`src/rtl/fifo_param.sv`:
```
// ============================================================================
// Module   : fifo_param
// Purpose  : Parametrised synchronous FIFO with integrated memory, pointers,
//            occupancy count and threshold flags. Optional sticky
//            overflow/underflow reporting is enabled by defining FIFO_ERR_EN.
// Revision : 1.0 - initial release
// ============================================================================
`default_nettype none

module fifo_param #(
  parameter int WORD_SIZE = 6,
  parameter int MEM_SIZE  = 4,
  parameter int PTR_L     = 2,
  parameter int AF_THRESH = 3,
  parameter int AE_THRESH = 1
) (
  input  logic                 clk,
  input  logic                 reset_L,
  input  logic                 push,
  input  logic                 pop,
  input  logic [WORD_SIZE-1:0] data_in,
  output logic [WORD_SIZE-1:0] data_out,
  output logic                 valid_out,
  output logic [PTR_L:0]       fifo_count,
  output logic                 fifo_full,
  output logic                 fifo_empty,
  output logic                 almost_full,
  output logic                 almost_empty,
  output logic                 fifo_error
);

  localparam logic [PTR_L:0] FULL_CNT = (PTR_L+1)'(MEM_SIZE);
  localparam logic [PTR_L:0] AF_CNT   = (PTR_L+1)'(AF_THRESH);
  localparam logic [PTR_L:0] AE_CNT   = (PTR_L+1)'(AE_THRESH);

  logic [WORD_SIZE-1:0] mem [MEM_SIZE];
  logic [PTR_L-1:0]     wr_ptr;
  logic [PTR_L-1:0]     rd_ptr;
  logic [PTR_L:0]       count;
  logic                 pop_ok;
  logic                 push_ok;

  // A push into a full FIFO is still legal when a pop frees a slot this cycle.
  assign pop_ok  = pop && (count != '0);
  assign push_ok = push && ((count != FULL_CNT) || pop_ok);

  always_ff @(posedge clk or negedge reset_L) begin
    if (!reset_L) begin
      wr_ptr    <= '0;
      rd_ptr    <= '0;
      count     <= '0;
      data_out  <= '0;
      valid_out <= 1'b0;
      for (int i = 0; i < MEM_SIZE; i++) begin
        mem[i] <= '0;
      end
    end else begin
      valid_out <= pop_ok;
      if (pop_ok) begin
        data_out <= mem[rd_ptr];
        rd_ptr   <= rd_ptr + 1'b1;
      end
      if (push_ok) begin
        mem[wr_ptr] <= data_in;
        wr_ptr      <= wr_ptr + 1'b1;
      end
      case ({push_ok, pop_ok})
        2'b10:   count <= count + 1'b1;
        2'b01:   count <= count - 1'b1;
        default: count <= count;
      endcase
    end
  end

`ifdef FIFO_ERR_EN
  always_ff @(posedge clk or negedge reset_L) begin
    if (!reset_L) begin
      fifo_error <= 1'b0;
    end else if ((push && !push_ok) || (pop && !pop_ok)) begin
      fifo_error <= 1'b1;
    end
  end
`else
  assign fifo_error = 1'b0;
`endif

  assign fifo_count   = count;
  assign fifo_full    = (count == FULL_CNT);
  assign fifo_empty   = (count == '0);
  assign almost_full  = (count >= AF_CNT);
  assign almost_empty = (count <= AE_CNT);

endmodule

`default_nettype wire

```
`config.mk`:
```
export PLATFORM = sky130hd
export DESIGN_NAME = fifo_param
export DESIGN_NICKNAME = d
export VERILOG_FILES = /design/src/rtl/fifo_param.sv
export SDC_FILE = /design/constraint.sdc
export NUM_CORES = 1
export LEC_CHECK = 0
export CAP_MARGIN = 20
export CELL_PAD_IN_SITES_DETAIL_PLACEMENT = 0
export CELL_PAD_IN_SITES_GLOBAL_PLACEMENT = 1
export CORE_MARGIN = 4
export CORE_UTILIZATION = 48
export CTS_CLUSTER_DIAMETER = 120
export DETAILED_ROUTE_END_ITERATION = 12
export PLACE_DENSITY = 0.8
export SLEW_MARGIN = 20
export SYNTH_ARGS = -nofsm -noshare
export SYNTH_HDL_FRONTEND = slang
export SYNTH_SLANG_ARGS = --single-unit
export TNS_END_PERCENT = 100
```
`constraint.sdc`:
```
create_clock -name clk -period 4.46 [get_ports clk]
set_input_delay 0.892 -clock clk [delete_from_list [all_inputs] [get_ports clk]]
set_output_delay 0.892 -clock clk [all_outputs]
set_load 0.01 [all_outputs]
```
# Yosys cells after proc, flatten, opt, wreduce, memory -nomap -nowiden
# Index checks and enable logic that the tools add are counted.
[op_classes]
n_eq_ne = 4
addsub = 4
bitwise = 2
mux = 7
reduce_logical = 7
magnitude_cmp = 5
[ops]
columns = ["operator", "count"]
rows = [
  ["24-bit bitwise mux", 1],
  ["6-bit two-way mux", 3],
  ["6-bit binary-select mux with 2-bit select", 1],
  ["6-bit demux with 2-bit select", 1],
  ["3-bit greater-or-equal comparator, second input constant", 2],
  ["2-bit inverter with 3-bit output", 2],
  ["3-bit case mux with 2 select lines", 1],
  ["2-bit by 1-bit adder with 2-bit output, second input constant", 2],
  ["3-bit by 1-bit adder with 3-bit output, second input constant", 1],
  ["3-bit equality test, second input constant", 1],
  ["3-bit by 2-bit greater-or-equal comparator with 1-bit output, second input constant", 1],
  ["3-bit by 1-bit less-or-equal comparator with 1-bit output, second input constant", 1],
  ["1-bit logical AND", 3],
  ["3-bit zero test", 1],
  ["3-bit by 1-bit less-than comparator with 1-bit output, second input constant", 1],
  ["3-bit != test, second input constant", 1],
  ["3-bit nonzero test", 1],
  ["3-bit by 1-bit subtractor with 3-bit output, second input constant", 1],
  ["2-bit by 1-bit equality test with 1-bit output, second input constant", 1],
  ["2-bit equality test, second input constant", 1],
  ["2-bit nonzero test", 1],
  ["1-bit logical OR", 1],
]
[totals]
regBits = 38

# Depth between registers and ports, before layout
# Gate-level depths: netlist (run 1).
[depth]
depth_word = 6
ltp_mapped = 6
ltp_nobuf = 5

# Worst setup path after synthesis (run 1)
# No wires, ideal clock.
[synth_path]
path_type = "reg-to-output"
from = "register count[0] (netlist: fifo_count[0])"
to = "output port fifo_empty"
slack_ns = 2.410
arrival_time_ns = 1.158
path_stages_with_launch = 6
path_buffers = 1
cell_sequence = "dfrtp_1 -> inv_1 -> ha_1 -> buf_2 -> nand2b_1 -> inv_1"
[synth_via]
elab_chain_cells = 1
[synth_lines]
columns = ["item", "line_no", "source"]
rows = [
  ["start: declaration", "39", "logic [PTR_L:0] count;"],
  ["start signal: assignment", "68", "2'b10: count <= count + 1'b1;"],
  ["start signal: assignment", "69", "2'b01: count <= count - 1'b1;"],
  ["start signal: assignment", "70", "default: count <= count;"],
  ["3-bit zero test", "89", "assign fifo_empty = (count == '0);"],
  ["end: declaration", "26", "output logic fifo_empty,"],
]
# Every way passes these cells.

# Worst setup path after layout (run 1)
# Ends and elaborated chain as after synthesis.

==> results.toml, run 1 <==
[setup_path]
endpoint_kind = "output port"
path_max_fanout = 9
r2r_end = "mem[19]"
r2r_start = "fifo_count[0]"
required_ns = 3.57
critical_path_class = "flip-flop to output port"
start_kind = "flip-flop"
r2r_slack_ns = 2.48
cp.arrival_ns = 2.09
rr_worst_depth = 5

[clocking]
postCtsSetupBuffers = 0
clkTransAtPathRegs_ns = 0.07
cts-root-buf = "clkbuf_8"
cts_hold_buf = 0
clk_latency_ns = 0.29
cts_tree = "yes"
cts_buffers = 5
cts_sinks = 38
ctsResizeCount = 0
cts_buffer_depth = 2
htreeDepth = 2

[logic_synthesis]
ys_seq_area_share_pct = 48.9
syn-cell-area_mm2 = 0.00194
yosys-top-cells-area = "dfrtp_1, mux2_2, mux4_2"
synth-seq-cells = 38
avgSynthCellArea_um2 = 13.8
yosysWarningCount = 0
synthDistinctLibCells = 33
yosysTopAreaCell = "dfrtp_1"
synth_top_area_share_pct = 48.9
netlist_instances = 141
syn-num-nets = 160

[pwr]
power_frac_comb_pct = 43.8
seqPwrFrac_pct = 39.5
max-vdd-ir-drop_mv = 0.319
netSwitchingPower_mw = 0.543
leakage_nw = 0.968
p_int_mw = 1.15
swShare_pct = 32.1
power_density_mw_per_mm2 = 740
p_clk_share_pct = 16.7

[sta]
rsz0062_at_grt = "no"
whs_ns = 0.509
fin_setup_tns_ns = 0
fin_crit_sh_pct = 66.9
fin_skew_ns = 0.00514
tightestPinTransition_ns = 0.839
max_slew_margin_pct = 44.1
max_freq_ghz = 0.335
report.final.slew_viol_count = 0
fin_crit_ns = 2.98
hold_viol_final = 0
final-setup-viol-count = 0

[grt]
grt_max_degree = 39
met3_usage_pct = 4.21
overflow = 0
grt_use_met1_pct = 18.2
antenna_found_initial = 0
busiest_layer = "met2"
grt_pass1_wl_um = 6030
track_usage_pct = 15.4
grtUsageMet2_pct = 26.4
first_global_vias = 1235

[hold_path]
min_to = "data_out[0]"
timing.hold.worst_path_depth = 1
hold_class = "flip-flop to flip-flop"
worstHoldStart = "data_out[0]"

[floorplanning]
row_count = 22
start_util_pct = 51.2
coreArea_mm2 = 0.00380
die_y_um = 71.6
die_width_um = 71.6
io_pins = 25
dieArea_mm2 = 0.00513

[route]
drc = 0
wl_per_cell_um = 16.6
first_pass_iters = 4
drtAntennaViolNets = 0
vias_per_cell = 5.52
drt_iter0_drc = 60
vias = 1176
drt-total-wl_um = 3530

[layout]
drive_above_1_share_pct = 31.5
finalNonFillerCells = 213
antenna_cells = 0
fin_nets = 183
areaGrowthSynthToFinish_pct = 17.7

[placed_design]
dp.cells = 205
gp_congestion = 0.704
dp_hpwl_um = 2430
port_buffers = 23

[job]
cap_violations = 0

[outcome]
status = "finished, final reports clean"
-- flip-flops by register name, summed over array words and instances, names as in the netlist --
| signal | cells |
|---|---|
| mem | 24 |
| rd_ptr | 2 |
| valid_out | 1 |
| wr_ptr | 2 |
| data_out | 6 |
| fifo_count | 3 |
-- cell families after synthesis --
group	synth area share, %
flops	48.9
mux	27.0
compound gates	3.73
simple gates	9.20
xor+xnor	1.35
fa+ha+maj	5.79
other cells	0.193
buf+inv	3.80
-- final cells by class --
class                      instances  area (um^2)
clock buffer                       7         76.3
clock inverter                     1         30.0
fill                             312         1510
inverter                           7         26.3
multi-input combinational         89          920
sequential                        38          951
tap                               48         60.1
timing repair buffer              23          225
-- worst max path at each step --
stage	startpoint	endpoint	slack, ns	cells past startpoint
6_report	fifo_count[0]	fifo_empty	1.48	5
5_1_grt	fifo_count[0]	fifo_empty	1.30	5
4_1_cts	fifo_count[0]	fifo_empty	1.45	5
3_5_place_dp	push	mem[10]	1.74	4
3_3_place_gp	pop	mem[10]	1.78	4
2_1_floorplan	fifo_count[0]	fifo_empty	2.41	5
-- metrics by stage --
step | total power, mW | worst slack (ns) | utilization (%) | instance area (um^2)
floorplan | 1.18 | 2.41 | - | 1940
global placement | 1.39 | 1.78 | 57.4 | 2180
detailed placement | 1.42 | 1.74 | 57.4 | 2180
CTS | 1.71 | 1.45 | 60.2 | 2290
global route | 1.82 | 1.30 | 60.2 | 2290
finish | 1.69 | 1.48 | 60.2 | 2290
-- per-layer routing --
metal / vias to the layer above / wire (um)
met2: 26 / 1850
met5: - / 0
li1: 544 / -
met1: 599 / 1480
met4: 0 / 59
met3: 7 / 143
-- cells in the final DEF, fill, tap and decap left out, types with 2 or more instances in the layout --
| master | n |
|---|---|
| mux2i_1 | 3 |
| nand2b_1 | 3 |
| inv_1 | 7 |
| nor2_1 | 3 |
| dfrtp_1 | 38 |
| nor2_4 | 4 |
| mux2_2 | 32 |
| o211ai_1 | 2 |
| mux4_2 | 6 |
| nor2b_1 | 2 |
| clkbuf_8 | 5 |
| nand2_1 | 5 |
| clkbuf_1 | 2 |
| a31oi_1 | 2 |
| clkdlybuf4s50_1 | 22 |
| ha_1 | 9 |
| xnor2_1 | 3 |
-- critical path, cell delays in order (launching register included) --
cell	delay [ns]
dfrtp_1	0.45
inv_1	0.18
ha_1	0.36
nand2b_1	0.19
inv_1	0.09
clkdlybuf4s50_1	0.53
-- power by group through the flow --
stage                     Clock [mW]  Sequential [mW]  Combinational, mW
after floorplan                    0            0.622              0.555
after global placement             0            0.663              0.729
after detailed placement           0            0.673              0.750
after CTS                      0.291            0.668              0.755
after global routing           0.309            0.694              0.813
final                          0.282            0.669              0.742
-- cell usage after synthesis --
| master | count |
|---|---|
| dfrtp_1 | 38 |
| mux2_2 | 32 |
| ha_1 | 9 |
| inv_1 | 7 |
| mux4_2 | 6 |
| nand2_1 | 5 |
| nor2_4 | 4 |
| buf_4 | 3 |
| mux2i_1 | 3 |
| nand2b_1 | 3 |
| nor2_1 | 3 |
| xnor2_1 | 3 |
| a31oi_1 | 2 |
| buf_2 | 2 |
| nor2b_1 | 2 |
| o211ai_1 | 2 |
| a211oi_1 | 1 |
| a21oi_1 | 1 |
| a311o_1 | 1 |
| and2_1 | 1 |
| and3b_4 | 1 |
| and4b_1 | 1 |
| buf_1 | 1 |
| buf_6 | 1 |
| conb_1 | 1 |
| nand2_2 | 1 |
| nand2b_4 | 1 |
| nand3_1 | 1 |
| nand3b_1 | 1 |
| nand4bb_1 | 1 |
| o21ai_0 | 1 |
| o221ai_1 | 1 |
| o31a_1 | 1 |
Note: power is estimated with default switching activity, not from simulation.
==> run 2: changes to the inputs <==
Settings changed: CORE_UTILIZATION 48 to 40, PLACE_DENSITY 0.8 to 0.71.
Clock period 4.46 ns to 2.7 ns, I/O delays scaled along.
==> results.toml, run 2 (synthesis results as in run 1) <==
[outcome]
status = "finished, final reports clean"

[sta]
final-setup-viol-count = 0
fin_setup_tns_ns = 0
tightestPinTransition_ns = 0.821
max_freq_ghz = 0.395
report.final.slew_viol_count = 0
fin_crit_ns = 2.53
hold_viol_final = 0
rsz0062_at_grt = "no"
fin_skew_ns = 0.00401
max_slew_margin_pct = 45.3
fin_crit_sh_pct = 93.8

[setup_path]
endpoint_kind = "output port"
cp_slowest_cell = "clkdlybuf4s50_1"
slowest_delay_ns = 0.53
r2r_start = "fifo_count[1]"
critical_path_class = "flip-flop to output port"
required_ns = 2.16
start_kind = "flip-flop"
path_cells = "inv_1 -> ha_2 -> nand2b_1 -> inv_1 -> clkdlybuf4s50_1"
r2r_end = "data_out[3]"
crit_top_cell = "inv_1"
cp.arrival_ns = 1.99
rr_worst_depth = 5
path_max_fanout = 9
r2r_slack_ns = 0.83

[pwr]
swShare_pct = 33.1
power_density_mw_per_mm2 = 1180
max-vdd-ir-drop_mv = 0.504
p_int_mw = 1.84
p_clk_share_pct = 14.7
power_frac_comb_pct = 45.7
seqPwrFrac_pct = 39.6
netSwitchingPower_mw = 0.909
leakage_nw = 0.971
p_total_mw = 2.75

[clocking]
htreeDepth = 2
postCtsSetupBuffers = 0
cts_hold_buf = 0
ctsResizeCount = 0
cts-root-buf = "clkbuf_8"
cts_buffers = 5
cts_buffer_depth = 2
cts_tree = "yes"
clk_latency_ns = 0.29
cts_sinks = 38
clkTransAtPathRegs_ns = 0.07

[grt]
antenna_found_initial = 0
grt_pass1_wl_um = 6180
overflow = 0
first_global_vias = 1283
track_usage_pct = 13.4
grt_max_degree = 39

[layout]
seqCellArea_um2 = 951
areaGrowthSynthToFinish_pct = 19.2
finalNonFillerCells = 234
fin_nets = 185
regMostFlops = "mem"
multi_input_area_um2 = 922
largest_register_ffs = 24
final_cell_mix = "dfrtp_1, mux2_2, clkdlybuf4s50_1"
n_fill_cell = 435
antenna_cells = 0
utilization_pct = 49.1
final_common_cell = "dfrtp_1"
drive_above_1_share_pct = 34.1

[floorplanning]
die_y_um = 77.7
start_util_pct = 41.2
coreArea_mm2 = 0.00472
row_count = 25
die_width_um = 77.7
io_pins = 25
dieArea_mm2 = 0.00604

[route]
drc = 0
vias_per_cell = 4.97
wl_per_cell_um = 15.5
vias = 1163
drt-total-wl_um = 3630
first_pass_iters = 4
drt_iter0_drc = 30
drtAntennaViolNets = 0

[hold_path]
hold_class = "primary input to asynchronous set/reset pin"

[placed_design]
port_buffers = 23
dp.cells = 226
dp_hpwl_um = 2620
gp_congestion = 0.829

[job]
cap_violations = 0
[run 2: changes by cell type in the layout (fill, tap and decap cells not counted), sizes merged]
cell / before / now
clkbuf: 7 / 6
clkinv: 0 / 1
buf: 1 / 3
clkinvlp: 0 / 1
bufinv: 1 / 0
[run 2: through the flow]
stage	instance area (um^2)	hold WS, ns	setup WS [ns]
6_report	2320	0.338	0.168
3_3_place_gp	2220	0.485	0.463
2_1_floorplan	1940	0.244	0.911
4_1_cts	2320	0.363	0.0703
5_1_grt	2320	0.391	0.00800
3_5_place_dp	2220	0.492	0.408
[run 2: worst max-delay path: cells and delay by family, from the launching register on]
family,cells,cell delay [ns]
and+or+nand+nor,1,0.16
DFF,1,0.41
adders and majority gates,1,0.32
buffers and inverters,3,0.80
[run 2: worst max-delay path by stage]
stage                             start    endpoint  slack [ns]  cells past startpoint
after CTS                 fifo_count[0]  fifo_empty        0.07                      5
after global placement    fifo_count[1]  fifo_empty        0.46                      5
after global routing      fifo_count[1]  fifo_empty       0.008                      5
after floorplan           fifo_count[0]      mem[0]        0.91                      6
final                     fifo_count[1]  fifo_empty        0.17                      5
after detailed placement  fifo_count[1]  fifo_empty        0.41                      5
[run 2: final cells by class]
type / instances / area share, %
repair buffers: 25 / 10.4
multi-input cells: 89 / 39.8
clock inverters: 2 / 0.540
flip-flops and latches: 38 / 41.0
inverters: 7 / 1.13
clock buffers: 6 / 3.56
well taps: 67 / 3.62
[run 2: power groups by stage]
stage,clock [mW],sequential (mW),combinational (mW)
3_3_place_gp,0,1.08,1.23
5_1_grt,0.450,1.13,1.37
3_5_place_dp,0,1.10,1.27
4_1_cts,0.420,1.09,1.28
2_1_floorplan,0,1.03,0.916
6_report,0.405,1.09,1.25
[run 2: layer usage]
layer | GRT usage [%] | share of wire [%] | up-vias
met3 | 3.60 | 3.2 | 9
met1 | 15.3 | 41 | 586
met4 | 6.05 | 2.4 | 0
li1 | - | - | 548
met2 | 23.2 | 53 | 20
met5 | 0 | 0 | -
==> run 3: changes to the inputs <==
==> constraint.sdc (replaced) <==
create_clock -name clk -period 2.7 [get_ports clk]
set_input_delay 0.81 -clock clk [delete_from_list [all_inputs] [get_ports clk]]
set_output_delay 0.81 -clock clk [all_outputs]
set_load 0.01 [all_outputs]
==> results.toml, run 3 (synthesis results as in run 1) <==
[layout]
regMostFlops = "mem"
utilization_pct = 50.5
final_cell_mix = "dfrtp_1, mux2_2, clkdlybuf4s50_1"
seqCellArea_um2 = 953
multi_input_area_um2 = 932
fin_nets = 186
drive_above_1_share_pct = 36.9
n_fill_cell = 412
antenna_cells = 0
areaGrowthSynthToFinish_pct = 22.6
largest_register_ffs = 24
final_common_cell = "dfrtp_1"

[floorplanning]
coreArea_mm2 = 0.00472
io_pins = 25
die_width_um = 77.7
row_count = 25
die_y_um = 77.7
dieArea_mm2 = 0.00604
start_util_pct = 41.2

[setup_path]
r2r_slack_ns = 0.96
r2r_end = "data_out[1]"
cp.arrival_ns = 1.72
rr_worst_depth = 6
required_ns = 1.89
start_kind = "flip-flop"
critical_path_class = "flip-flop to output port"
path_max_fanout = 9
r2r_start = "fifo_count[1]"
endpoint_kind = "output port"

[sta]
max_slew_margin_pct = 44.4
fin_setup_tns_ns = 0
max_freq_ghz = 0.395
hold_viol_final = 0
tightestPinTransition_ns = 0.835
report.final.slew_viol_count = 0
fin_crit_sh_pct = 93.8
fin_crit_ns = 2.53
final-setup-viol-count = 0
fin_skew_ns = 0.0101
rsz0062_at_grt = "no"

[route]
drt_iter0_drc = 29
wl_per_cell_um = 15.5
drt-total-wl_um = 3650
first_pass_iters = 3
drc = 0
vias_per_cell = 4.96
drtAntennaViolNets = 0
vias = 1165

[grt]
track_usage_pct = 13.6
first_global_vias = 1272
grt_max_degree = 39
antenna_found_initial = 0
overflow = 0
grt_pass1_wl_um = 6240

[hold_path]
timing.hold.worst_path_depth = 1
hold_class = "flip-flop to flip-flop"
min_to = "mem[7]"
worstHoldStart = "mem[7]"

[clocking]
htreeDepth = 2
cts_tree = "yes"
cts_sinks = 38
cts_hold_buf = 0
clkTransAtPathRegs_ns = 0.08
cts-root-buf = "clkbuf_8"
cts_buffers = 5
clk_latency_ns = 0.29
cts_buffer_depth = 2

[outcome]
status = "finished, final reports clean"

[placed_design]
port_buffers = 23
gp_congestion = 0.810
dp_hpwl_um = 2540

[pwr]
leakage_nw = 1.00
max-vdd-ir-drop_mv = 0.634
power_density_mw_per_mm2 = 1240

[job]
cap_violations = 0
==> run 3: area by class of cell <==
type	instances	share of cell area, %
multi-input combinational	89	39.1
clock buffer	5	2.89
inverter	7	1.10
clock inverter	3	2.89
tap	67	3.52
timing repair buffer	26	10.5
sequential	38	40.0
==> run 3: worst max path at each step <==
stage | depth (start not counted) | endpoint | slack, ns | startpoint
floorplan | 5 | fifo_empty | 0.73 | fifo_count[0]
global placement | 4 | fifo_full | 0.31 | fifo_count[0]
detailed placement | 5 | fifo_empty | 0.26 | fifo_count[1]
CTS | 5 | almost_full | 0.04 | fifo_count[0]
global route | 5 | fifo_empty | 0.07 | fifo_count[1]
finish | 5 | fifo_empty | 0.17 | fifo_count[1]
==> run 3: report_power, final <==
group	internal, mW	switching [mW]
Sequential	0.866	0.233
Combinational	0.790	0.480
Clock	0.370	0.209
Total	2.03	0.922
==> run 3: worst max-delay path: stages, from the launching register on <==
cell	delay, ns
dfrtp_1	0.43
inv_2	0.14
ha_4	0.20
nand2b_1	0.08
inv_1	0.05
clkdlybuf4s50_1	0.52
==> run 3: through the flow <==
step / setup WS, ns / std cells / area [um^2] / hold WS (ns) / total power, mW
after floorplan: 0.732 / 141 / 1940 / 0.475 / 1.94
after CTS: 0.0374 / 235 / 2380 / 0.509 / 2.99
after global routing: 0.0664 / 235 / 2380 / 0.523 / 3.16
final: 0.168 / 235 / 2380 / 0.505 / 2.95
after detailed placement: 0.262 / 227 / 2230 / 0.491 / 2.37
after global placement: 0.307 / 227 / 2230 / 0.485 / 2.32
==> run 3: timing repair <==
| item | in CTS | in global routing |
|---|---|---|
| gates resized for setup | 2 | 5 |
| endpoints found under the setup margin | 2 | 4 |
| buffers inserted | 0 | 0 |
| endpoints found under the hold margin | 0 | 0 |
==> run 3: routing by layer <==
metal | up-vias | track usage (%) | routed length [um]
li1 | 544 | - | -
met1 | 596 | 15.7 | 1610
met2 | 21 | 23.5 | 1870
met3 | 4 | 3.48 | 110
met4 | 0 | 6.41 | 47
met5 | - | 0 | 0
